===== src/rtl/regfile_arbiter.sv =====
// Two-port (core/debug) arbiter in front of a 2-read/1-write register file.
// Writes complete in the grant cycle; reads return through a per-requester response register.
module regfile_arbiter #(
    parameter bit FAIR = 1'b1
) (
    input  logic        clk,
    input  logic        rst,

    input  logic        c_req_valid,
    output logic        c_req_ready,
    input  logic        c_req_write,
    input  logic [4:0]  c_req_addrA,
    input  logic [4:0]  c_req_addrB,
    input  logic [4:0]  c_req_addrW,
    input  logic [31:0] c_req_data,
    output logic        c_rsp_valid,
    input  logic        c_rsp_ready,
    output logic [31:0] c_rsp_dataA,
    output logic [31:0] c_rsp_dataB,

    input  logic        d_req_valid,
    output logic        d_req_ready,
    input  logic        d_req_write,
    input  logic [4:0]  d_req_addrA,
    input  logic [4:0]  d_req_addrB,
    input  logic [4:0]  d_req_addrW,
    input  logic [31:0] d_req_data,
    output logic        d_rsp_valid,
    input  logic        d_rsp_ready,
    output logic [31:0] d_rsp_dataA,
    output logic [31:0] d_rsp_dataB,

    output logic [4:0]  rf_regA,
    output logic [4:0]  rf_regB,
    output logic [4:0]  rf_regW,
    output logic [31:0] rf_dataIn,
    output logic        rf_we,
    output logic        rf_re,
    input  logic [31:0] rf_outA,
    input  logic [31:0] rf_outB
);

    // state   | meaning
    // IDLE    | arbitrate; writes retire here, reads launch rf_re
    // RD_WAIT | register file producing read data for owner
    // RSP     | owner's response held until its rsp_ready
    typedef enum logic [1:0] {IDLE, RD_WAIT, RSP} state_t;

    state_t state;
    logic   owner;       // 1 = debug
    logic   last_grant;  // 1 = debug
    logic   gnt_c, gnt_d;
    logic   sel_write;

    always_comb begin
        gnt_c = 1'b0;
        gnt_d = 1'b0;
        if (!rst && state == IDLE) begin
            if (c_req_valid && d_req_valid) begin
                if (FAIR && !last_grant) gnt_d = 1'b1;
                else                     gnt_c = 1'b1;
            end else begin
                gnt_c = c_req_valid;
                gnt_d = d_req_valid;
            end
        end
    end

    assign c_req_ready = gnt_c;
    assign d_req_ready = gnt_d;

    always_comb begin
        sel_write = 1'b0;
        rf_we     = 1'b0;
        rf_re     = 1'b0;
        rf_regA   = 5'd0;
        rf_regB   = 5'd0;
        rf_regW   = 5'd0;
        rf_dataIn = 32'd0;
        if (gnt_c || gnt_d) begin
            sel_write = gnt_c ? c_req_write : d_req_write;
            if (sel_write) begin
                rf_we     = 1'b1;
                rf_regW   = gnt_c ? c_req_addrW : d_req_addrW;
                rf_dataIn = gnt_c ? c_req_data  : d_req_data;
            end else begin
                rf_re   = 1'b1;
                rf_regA = gnt_c ? c_req_addrA : d_req_addrA;
                rf_regB = gnt_c ? c_req_addrB : d_req_addrB;
            end
        end
    end

    always_ff @(posedge clk) begin
        if (rst) begin
            state       <= IDLE;
            owner       <= 1'b0;
            last_grant  <= 1'b1;
            c_rsp_valid <= 1'b0;
            d_rsp_valid <= 1'b0;
            c_rsp_dataA <= 32'd0;
            c_rsp_dataB <= 32'd0;
            d_rsp_dataA <= 32'd0;
            d_rsp_dataB <= 32'd0;
        end else begin
            case (state)
                IDLE: begin
                    if (gnt_c || gnt_d) begin
                        last_grant <= gnt_d;
                        if (!sel_write) begin
                            owner <= gnt_d;
                            state <= RD_WAIT;
                        end
                    end
                end
                RD_WAIT: begin
                    if (owner) begin
                        d_rsp_dataA <= rf_outA;
                        d_rsp_dataB <= rf_outB;
                        d_rsp_valid <= 1'b1;
                    end else begin
                        c_rsp_dataA <= rf_outA;
                        c_rsp_dataB <= rf_outB;
                        c_rsp_valid <= 1'b1;
                    end
                    state <= RSP;
                end
                RSP: begin
                    if (owner ? d_rsp_ready : c_rsp_ready) begin
                        c_rsp_valid <= 1'b0;
                        d_rsp_valid <= 1'b0;
                        state       <= IDLE;
                    end
                end
                default: state <= IDLE;
            endcase
        end
    end

endmodule


===== config.mk =====
export PLATFORM = sky130hd
export DESIGN_NAME = regfile_arbiter
export DESIGN_NICKNAME = d
export VERILOG_FILES = /design/src/rtl/regfile_arbiter.sv
export SDC_FILE = /design/constraint.sdc
export NUM_CORES = 1
export LEC_CHECK = 0
export CORE_MARGIN = 5
export CORE_UTILIZATION = 35
export DETAILED_ROUTE_END_ITERATION = 8
export GPL_ROUTABILITY_DRIVEN = 1
export PLACE_DENSITY = 0.85
export SLEW_MARGIN = 20
export SYNTH_ARGS = -nofsm -noshare
export SYNTH_HDL_FRONTEND = slang
export SYNTH_SLANG_ARGS = --single-unit

===== constraint.sdc =====
create_clock -name clk -period 2.15 [get_ports clk]
set_clock_uncertainty 0.2 [all_clocks]
set_input_delay 0.3225 -clock clk [delete_from_list [all_inputs] [get_ports clk]]
set_output_delay 0.3225 -clock clk [all_outputs]
set_load 0.01 [all_outputs]

Word level (Yosys, flattened, before mapping):

Index checks and enable logic that the tools add are counted.

* memories kept: 0
* output and inout port bits: 181
* bits in latches: 0
* bits of input ports: 166
* memory bits (read-only): 0
* bits in registers: 134
* memory bits (writable): 0

* div/mod/pow operators: 0
* shift operators: 0
* add/subtract/negate cells: 0
* reductions and logical operators: 13
* bitwise logic cells: 2
* mux-type cells: 34
* multipliers: 0
* order comparisons: 0
* eq/ne operators: 7

Operator list (count)
* $mux 32: 3
* $mux 5: 9
* $mux 1: 16
* $reduce_and 3->1: 4
* $ne 2x2->1 const B: 4
* $mux 2: 3
* $pmux 2 s3: 1
* $reduce_and 2->1: 3
* $pmux 1 s2: 2
* $eq 2x1->1 const B: 1
* $eq 2x2->1 const B: 1
* $logic_and 1x1->1: 2
* $logic_not 2->1: 1
* $ne 2x1->1 const B: 1
* $not 1->1: 2
* $reduce_bool 2->1: 1
* $logic_not 1->1: 1
* $logic_or 1x1->1: 1

Depth between registers and ports, before layout:

* word-level depth: 8
* gate-level depth with buffers: 7
* mapped depth without buffers: 4

Worst setup path before layout:

OpenSTA, ideal clock, no wires.

* kind: in2out
* from: input port rst
* to: output port rf_dataIn[0]
* arrival: 1281 ps
* stages: 6
* path slack: 346 ps
* path through: buf_2 > nor3_4 > and4_1 > buf_6 > buf_8 > a32o_1

* word-level cells in the longest chain between the ends: 6

RTL lines
* from (decl): line 7 `input logic rst,`
* $logic_not 1->1 *: line 58 `if (!rst && state == IDLE) begin`
* $logic_and 1x1->1 *: line 58
* $mux 1: line 58
* $mux 32 or $mux 1 (tied branches): line 85, 81
* $mux 32: line 82 `if (sel_write) begin`
* $mux 32 *: line 80 `if (gnt_c || gnt_d) begin`
* to (decl): line 36 `output logic [31:0] rf_dataIn,`

Every way passes the cells marked *; elsewhere a longest branch is shown, timed or not.

Worst setup path after layout:

* from: register state[0]
* to: output port rf_regB[4]

* word-level cells in the longest chain between the ends: 6

RTL lines
* from (decl): line 49 `state_t state;`
* from (signal assigned): line 96 `state <= IDLE;`
* from (signal assigned): line 112 `state <= RD_WAIT;`
* from (signal assigned): line 126 `state <= RSP;`
* $logic_not 2->1 *: line 58
* $logic_and 1x1->1 *: line 58
* $mux 1: line 58
* $mux 5 or $mux 1 (tied branches): line 89, 81
* $mux 5: line 82
* $mux 5 *: line 80
* to (decl): line 34 `output logic [4:0] rf_regB,`

Marks and branches as above.

==> run metrics <==
pin count of the biggest net entering global routing 82; DRT Wirelength 22200 microns; violations in the final reports negative setup slack; Area Growth Syn to Fin 81.8%; peak clock frequency supported by timing 0.407 GHz; grt total ovfl 0; final setup TNS -10.75 ns; fill count 1257; outcome complete, but fails checks; maximum capacitance violations 0; first-pass GRT wire length 32400 microns; DIE HEIGHT 133 microns; latest clock arrival within the worst-skew pair 0.40 ns; worst relative slew slack 44.1%; Total Nets Final 1171; top-level I/O count 347; VDD IR max 0.528 mV; worst min-delay path category input pin to flop; Hold Buf Count CTS 0; cell area after placement 0.00891 sq mm; unrepaired setup endpoints after global routing true; Cell Rows 45; Reg clk slew, reported paths 0.06 ns; Slew @ Worst Pin 0.838 ns; number of levels in the clock H-tree 4; number of global-route vias before repair 6133; share of total power in the clock network 44.6%; initial standard-cell utilization of the core 35.3%; Post-Syn Nets 818; drt first pass iters 5; final weighted congestion in routability-driven placement 0.839; maximum fanout along the worst path 4; detailed-route vias per instance 5.09; cell taking the most area after synthesis sky130_fd_sc_hd__dfxtp_1; cell area power density 690 mW/mm^2; fraction of post-synthesis cell area in the top cell type by area 50.3%; post-synthesis sequential element count 134; mean instance size in the synthesized netlist 8.18 sq um; root buffer selected by CTS sky130_fd_sc_hd__clkbuf_16; Crit path required time 1.63 ns; area of combinational cells with multiple inputs 0.00231 sq mm; via count 6147; Non-Filler Cell Area, Final 0.00969 sq mm; Die Wd 133 microns; Slew Limit Fails 0; fraction of final layout cells sized beyond drive strength 1 14.3%; Static Leakage 3.58 nW; number of buffers added by the clock tree synthesis step 17; Sw Ratio 24.3%; buffer depth of the longest clock path 2; Final Hold Vio Count 0; worst path setup slack after routing -0.305 ns; global router's overall resource usage 23.1%; Synth cell types 29; # DRC 0; Setup crit end kind output port; Post-Syn Instances 652; internal power contribution 5.06 mW; switching power 1.62 mW; clock tree from TritonCTS built; Starting DRT DRC Count 359; average wire per standard cell 18.4 microns; number of warnings issued by yosys 0; cell area after synthesis 0.00533 sq mm; count of buffers inserted at the top-level ports 346; number of antenna violations at the first check in global routing 1; full die area 0.0178 sq mm; Setup crit start kind flop; Setup Viol. Count Final 49; sequential share of power 39.1%; clock sink total 134; Core Area 0.0151 sq mm; WS Path Type flop to output port; final antenna-violating net count 0; flip-flop and latch area 0.00268 sq mm; Seq/Total Area, Yosys 50.3%; CP arrival 1.93 ns; detailed placement HPWL 15400 microns; Final Cycle Share 114%; Comb pwr share 16.4%; biggest area contributors in the synthesized netlist sky130_fd_sc_hd__dfxtp_1 (50%), sky130_fd_sc_hd__nand2_1 (18%), sky130_fd_sc_hd__a21oi_1 (12%); time the final worst path needs with I/O delays and setup 2.46 ns
## routing by layer
layer  part of all wire, %  vias up  GRT usage (%)
met2                    54      278           43.7
met1                    33     2894           21.9
met3                   8.2       51           7.70
met5                     0        -              0
met4                   4.8        0           12.6
li1                      -     2924              -
## synthesized netlist by cell type (all sizes together)
library cell	number
and4	1
o21ai	2
nand2	257
and3	1
nor3b	2
a21o	1
a21oi	129
buf	38
a32o	47
nor3	1
inv	3
mux2i	1
nand3b	2
nand3	1
nand4	1
and4b	1
a31o	1
clkbuf	20
and3b	1
or3b	1
a211o	1
nand2b	4
dfxtp	134
nor2	2
## metrics by stage
stage	setup slack [ns]	power (mW)	utilization [%]	hold slack, ns	std cells
finish	-0.305	6.68	64.2	0.190	1207
floorplan	0.346	3.04	-	0.249	652
global route	-0.394	6.93	64.2	0.202	1207
global placement	-0.475	3.69	59.0	0.241	1152
CTS	-0.339	6.71	63.3	0.182	1200
detailed placement	-0.512	3.70	59.0	0.246	1152
## path summary, 6_finish.rpt
| path | from | endpoint | slack (ns) | cells past startpoint |
|---|---|---|---|---|
| setup reg to reg | state[0]$_SDFFE_PP0P_ | owner$_SDFFE_PP0P_ | 0.31 | 7 |
| hold reg to reg | c_rsp_dataA[22]$_SDFFE_PP0P_ | c_rsp_dataA[22]$_SDFFE_PP0P_ | 0.25 | 2 |
| setup / recovery | state[0]$_SDFFE_PP0P_ | rf_regB[4] | -0.31 | 8 |
| hold / removal | rst | last_grant$_SDFFE_PP1P_ | 0.19 | 5 |
## power groups by stage
stage / Combinational [mW] / Sequential (mW) / Clock (mW)
2_1_floorplan: 0.343 / 2.70 / 0
3_3_place_gp: 1.03 / 2.66 / 0
3_5_place_dp: 1.04 / 2.66 / 0
4_1_cts: 1.07 / 2.61 / 3.03
5_1_grt: 1.16 / 2.62 / 3.15
6_report: 1.09 / 2.61 / 2.98
## placed cells by master (no fill, tap or decap), types with 2 or more instances in the layout
cell type,Yosys,final
sky130_fd_sc_hd__clkdlybuf4s50_1,0,293
sky130_fd_sc_hd__nand2_1,257,257
sky130_fd_sc_hd__dfxtp_1,134,133
sky130_fd_sc_hd__a21oi_1,129,129
sky130_fd_sc_hd__a32o_1,47,42
sky130_fd_sc_hd__buf_2,18,42
sky130_fd_sc_hd__buf_6,10,22
sky130_fd_sc_hd__buf_4,8,21
sky130_fd_sc_hd__clkbuf_16,0,20
sky130_fd_sc_hd__buf_12,0,7
sky130_fd_sc_hd__a32o_2,0,5
sky130_fd_sc_hd__inv_6,0,5
sky130_fd_sc_hd__clkinvlp_4,0,4
sky130_fd_sc_hd__bufinv_16,0,3
sky130_fd_sc_hd__nand2b_4,0,2
sky130_fd_sc_hd__inv_1,2,2
sky130_fd_sc_hd__nand3b_1,2,2
sky130_fd_sc_hd__nand2b_1,4,2
sky130_fd_sc_hd__o21ai_0,2,2
sky130_fd_sc_hd__nor2_1,2,2
sky130_fd_sc_hd__buf_16,0,2
## cell type report
class	count	area share [%]
diodes	1	0.0258
clock buffers	19	4.57
clock inverters	13	1.74
inverters	3	0.142
multi-input cells	458	23.9
flip-flops and latches	134	27.7
well taps	188	2.43
repair buffers	391	39.5
## cell families (layout without fill, tap and decap cells)
group | after synthesis | count (layout) | share of synthesized area (%)
buffers and inverters | 61 | 426 | 7.11
DFF | 134 | 134 | 50.3
other | 0 | 1 | 0
AOI/OAI and AO/OA | 181 | 181 | 21.6
muxes | 1 | 1 | 0.188
and+or+nand+nor | 275 | 276 | 20.8
## flip-flops by register name (all words and copies together), names as in the netlist
register	count
c_rsp_valid	1
c_rsp_dataA	32
state	2
owner	1
d_rsp_dataA	32
d_rsp_valid	1
d_rsp_dataB	32
c_rsp_dataB	32
last_grant	1
## critical path, cell delays in order, from the launching register on
cell and delay [ns]:
sky130_fd_sc_hd__dfxtp_2 0.33, sky130_fd_sc_hd__nor3_4 0.22, sky130_fd_sc_hd__buf_6 0.14, sky130_fd_sc_hd__buf_6 0.10, sky130_fd_sc_hd__and4b_4 0.28, sky130_fd_sc_hd__buf_6 0.13
sky130_fd_sc_hd__buf_6 0.09, sky130_fd_sc_hd__a32o_1 0.12, sky130_fd_sc_hd__buf_2 0.13
## repair_timing
action                                 4_1_cts  5_1_grt
buffers inserted                            13        5
pin swaps                                    5        4
gates cloned                                 3        3
gates resized for setup                    224       22
setup endpoints to repair                   51       51
endpoints found under the hold margin        0        0
(Power assumes the default switching activity.)
==> RTL edit: new RTL, same flow settings <==
Set the parameter `FAIR` to 1'b0 (it was 1'b1).
--- a/src/rtl/regfile_arbiter.sv
+++ b/src/rtl/regfile_arbiter.sv
@@ -2,5 +2,5 @@
 // Writes complete in the grant cycle; reads return through a per-requester response register.
 module regfile_arbiter #(
-    parameter bit FAIR = 1'b1
+    parameter bit FAIR = 1'b0
 ) (
     input  logic        clk,
Behaviour: not the same (Yosys sat finds a counterexample within 4 cycles, from zero or initial values and one cycle with rst high).
==> RTL edit against the unedited design <==
The run still ends with negative setup slack left. Sequential cell count down 1. Routed wire length shrank 2.7%. Power shrank 2.2%. Design area decreased by 1.5%. Die area decreased by 2.6%. Register-to-register slack got worse by 0.12 ns. Core utilization rose by 1.5 points. Synthesized area is 2.8% lower. Worst setup slack better by 0.049 ns. Clock power about the same.
==> RTL edit: results (changes against the unedited design) <==
outcome:
  status: "finished with violations"
  violations: "negative setup slack"
min_path:
  whs_path_depth: 2  # -3
  holdCritPathClass: "flop to flop"
  worstHoldStart: "d_rsp_dataA[20]"
  hold_end: "d_rsp_dataA[20]"
grt:
  grt_pass1_vias: 5830  # -4.9%
  grt_util_all_layers_pct: 23.5  # +0.40 points
  antenna_found_initial: 0  # -1
synthesis:
  synthDistinctLibCells: 28  # -3.4%
  synth_nets: 815  # -0.37%
  yosysSeqAreaShare_pct: 51.4  # +1.1 points
  ys_top_cells_by_area: "dfxtp_1 51%, nand2_1 19%, a21oi_1 12%, a22o_1 7.9%, buf_2 2.9%"
clocking:
  post_cts_buffers: 10  # -3
  cts-hold-fix-buffers: 1  # +1
  cts_resized: 222  # -0.89%
setup_path:
  critPathSlowestCell: "or4b_4"
  slowest_delay_ns: 0.55  # +0.22 ns
  crit_fanout: 5  # +1
  r2r_end: "c_rsp_dataB[13]"
  crit_end: "rf_regB[2]"
  arrival_ns: 1.88  # -0.05 ns
  crit_start: "state[1]"
timing:
  finalSetupViolCount: 51  # +4.1%
  fin_ws_ns: -0.256  # +0.0488 ns
  worst_pin_slew_ns: 0.807  # -0.0308 ns
final_layout:
  final_net_count: 1165  # -0.51%
  diodes: 0  # -1
  layout-drive-gt1-share_pct: 13.6  # -0.71 points
detailed_routing:
  drt-initial-drc-count: 422  # +18%
  via_count: 6044  # -1.7%
  avgRoutedWirePerCell_um: 18.0  # -1.8%
power_and_ir_drop:
  power_frac_clock_pct: 45.6  # +1.0 points
  total_leakage_power_nw: 3.54  # -1.2%
  p_int_mw: 4.97  # -1.9%
==> RTL edit: changes by cell type in the layout (fill, tap and decap cells not counted), moves of 3 or more <==
| cell | before | now |
|---|---|---|
| a22o_1 | 0 | 47 |
| a32o_1 | 42 | 0 |
| a32o_2 | 5 | 0 |
| buf_2 | 42 | 46 |
| buf_4 | 21 | 16 |
| buf_6 | 22 | 16 |
| nor2_4 | 0 | 3 |
==> RTL edit: per-stage QoR <==
step	area [µm²]	setup WS, ns	std cells	hold slack, ns	power [mW]
2_1_floorplan	5180	0.301	649	0.237	2.94
6_report	9540	-0.256	1196	0.250	6.54
4_1_cts	9520	-0.257	1194	0.186	6.57
3_3_place_gp	8810	-0.585	1145	0.240	3.56
3_5_place_dp	8810	-0.610	1145	0.245	3.57
5_1_grt	9540	-0.325	1196	0.267	6.79
==> RTL edit: layer usage <==
layer  vias to the layer above  global-route usage (%)  wire (µm)
met5                         -                       0          0
met4                         0                    6.06        418
met3                        35                    9.14       2090
met2                       294                    38.9      10300
met1                      2839                    28.9       8720
li1                       2876                       -          -
==> RTL edit: kinds of logic (layout without fill, tap and decap cells) <==
group	count (synthesis)	after routing
mux	1	1
simple gates	275	277
flops	133	133
compound gates	183	183
buf+inv	57	418
==> RTL edit: cell type report <==
| cell class | count | area (µm²) |
|---|---|---|
| inverters | 3 | 11.3 |
| clock buffers | 18 | 439 |
| flip-flops and latches | 133 | 2670 |
| repair buffers | 383 | 3720 |
| clock inverters | 14 | 174 |
| fillers | 1151 | 4990 |
| well taps | 184 | 230 |
| multi-input cells | 461 | 2300 |
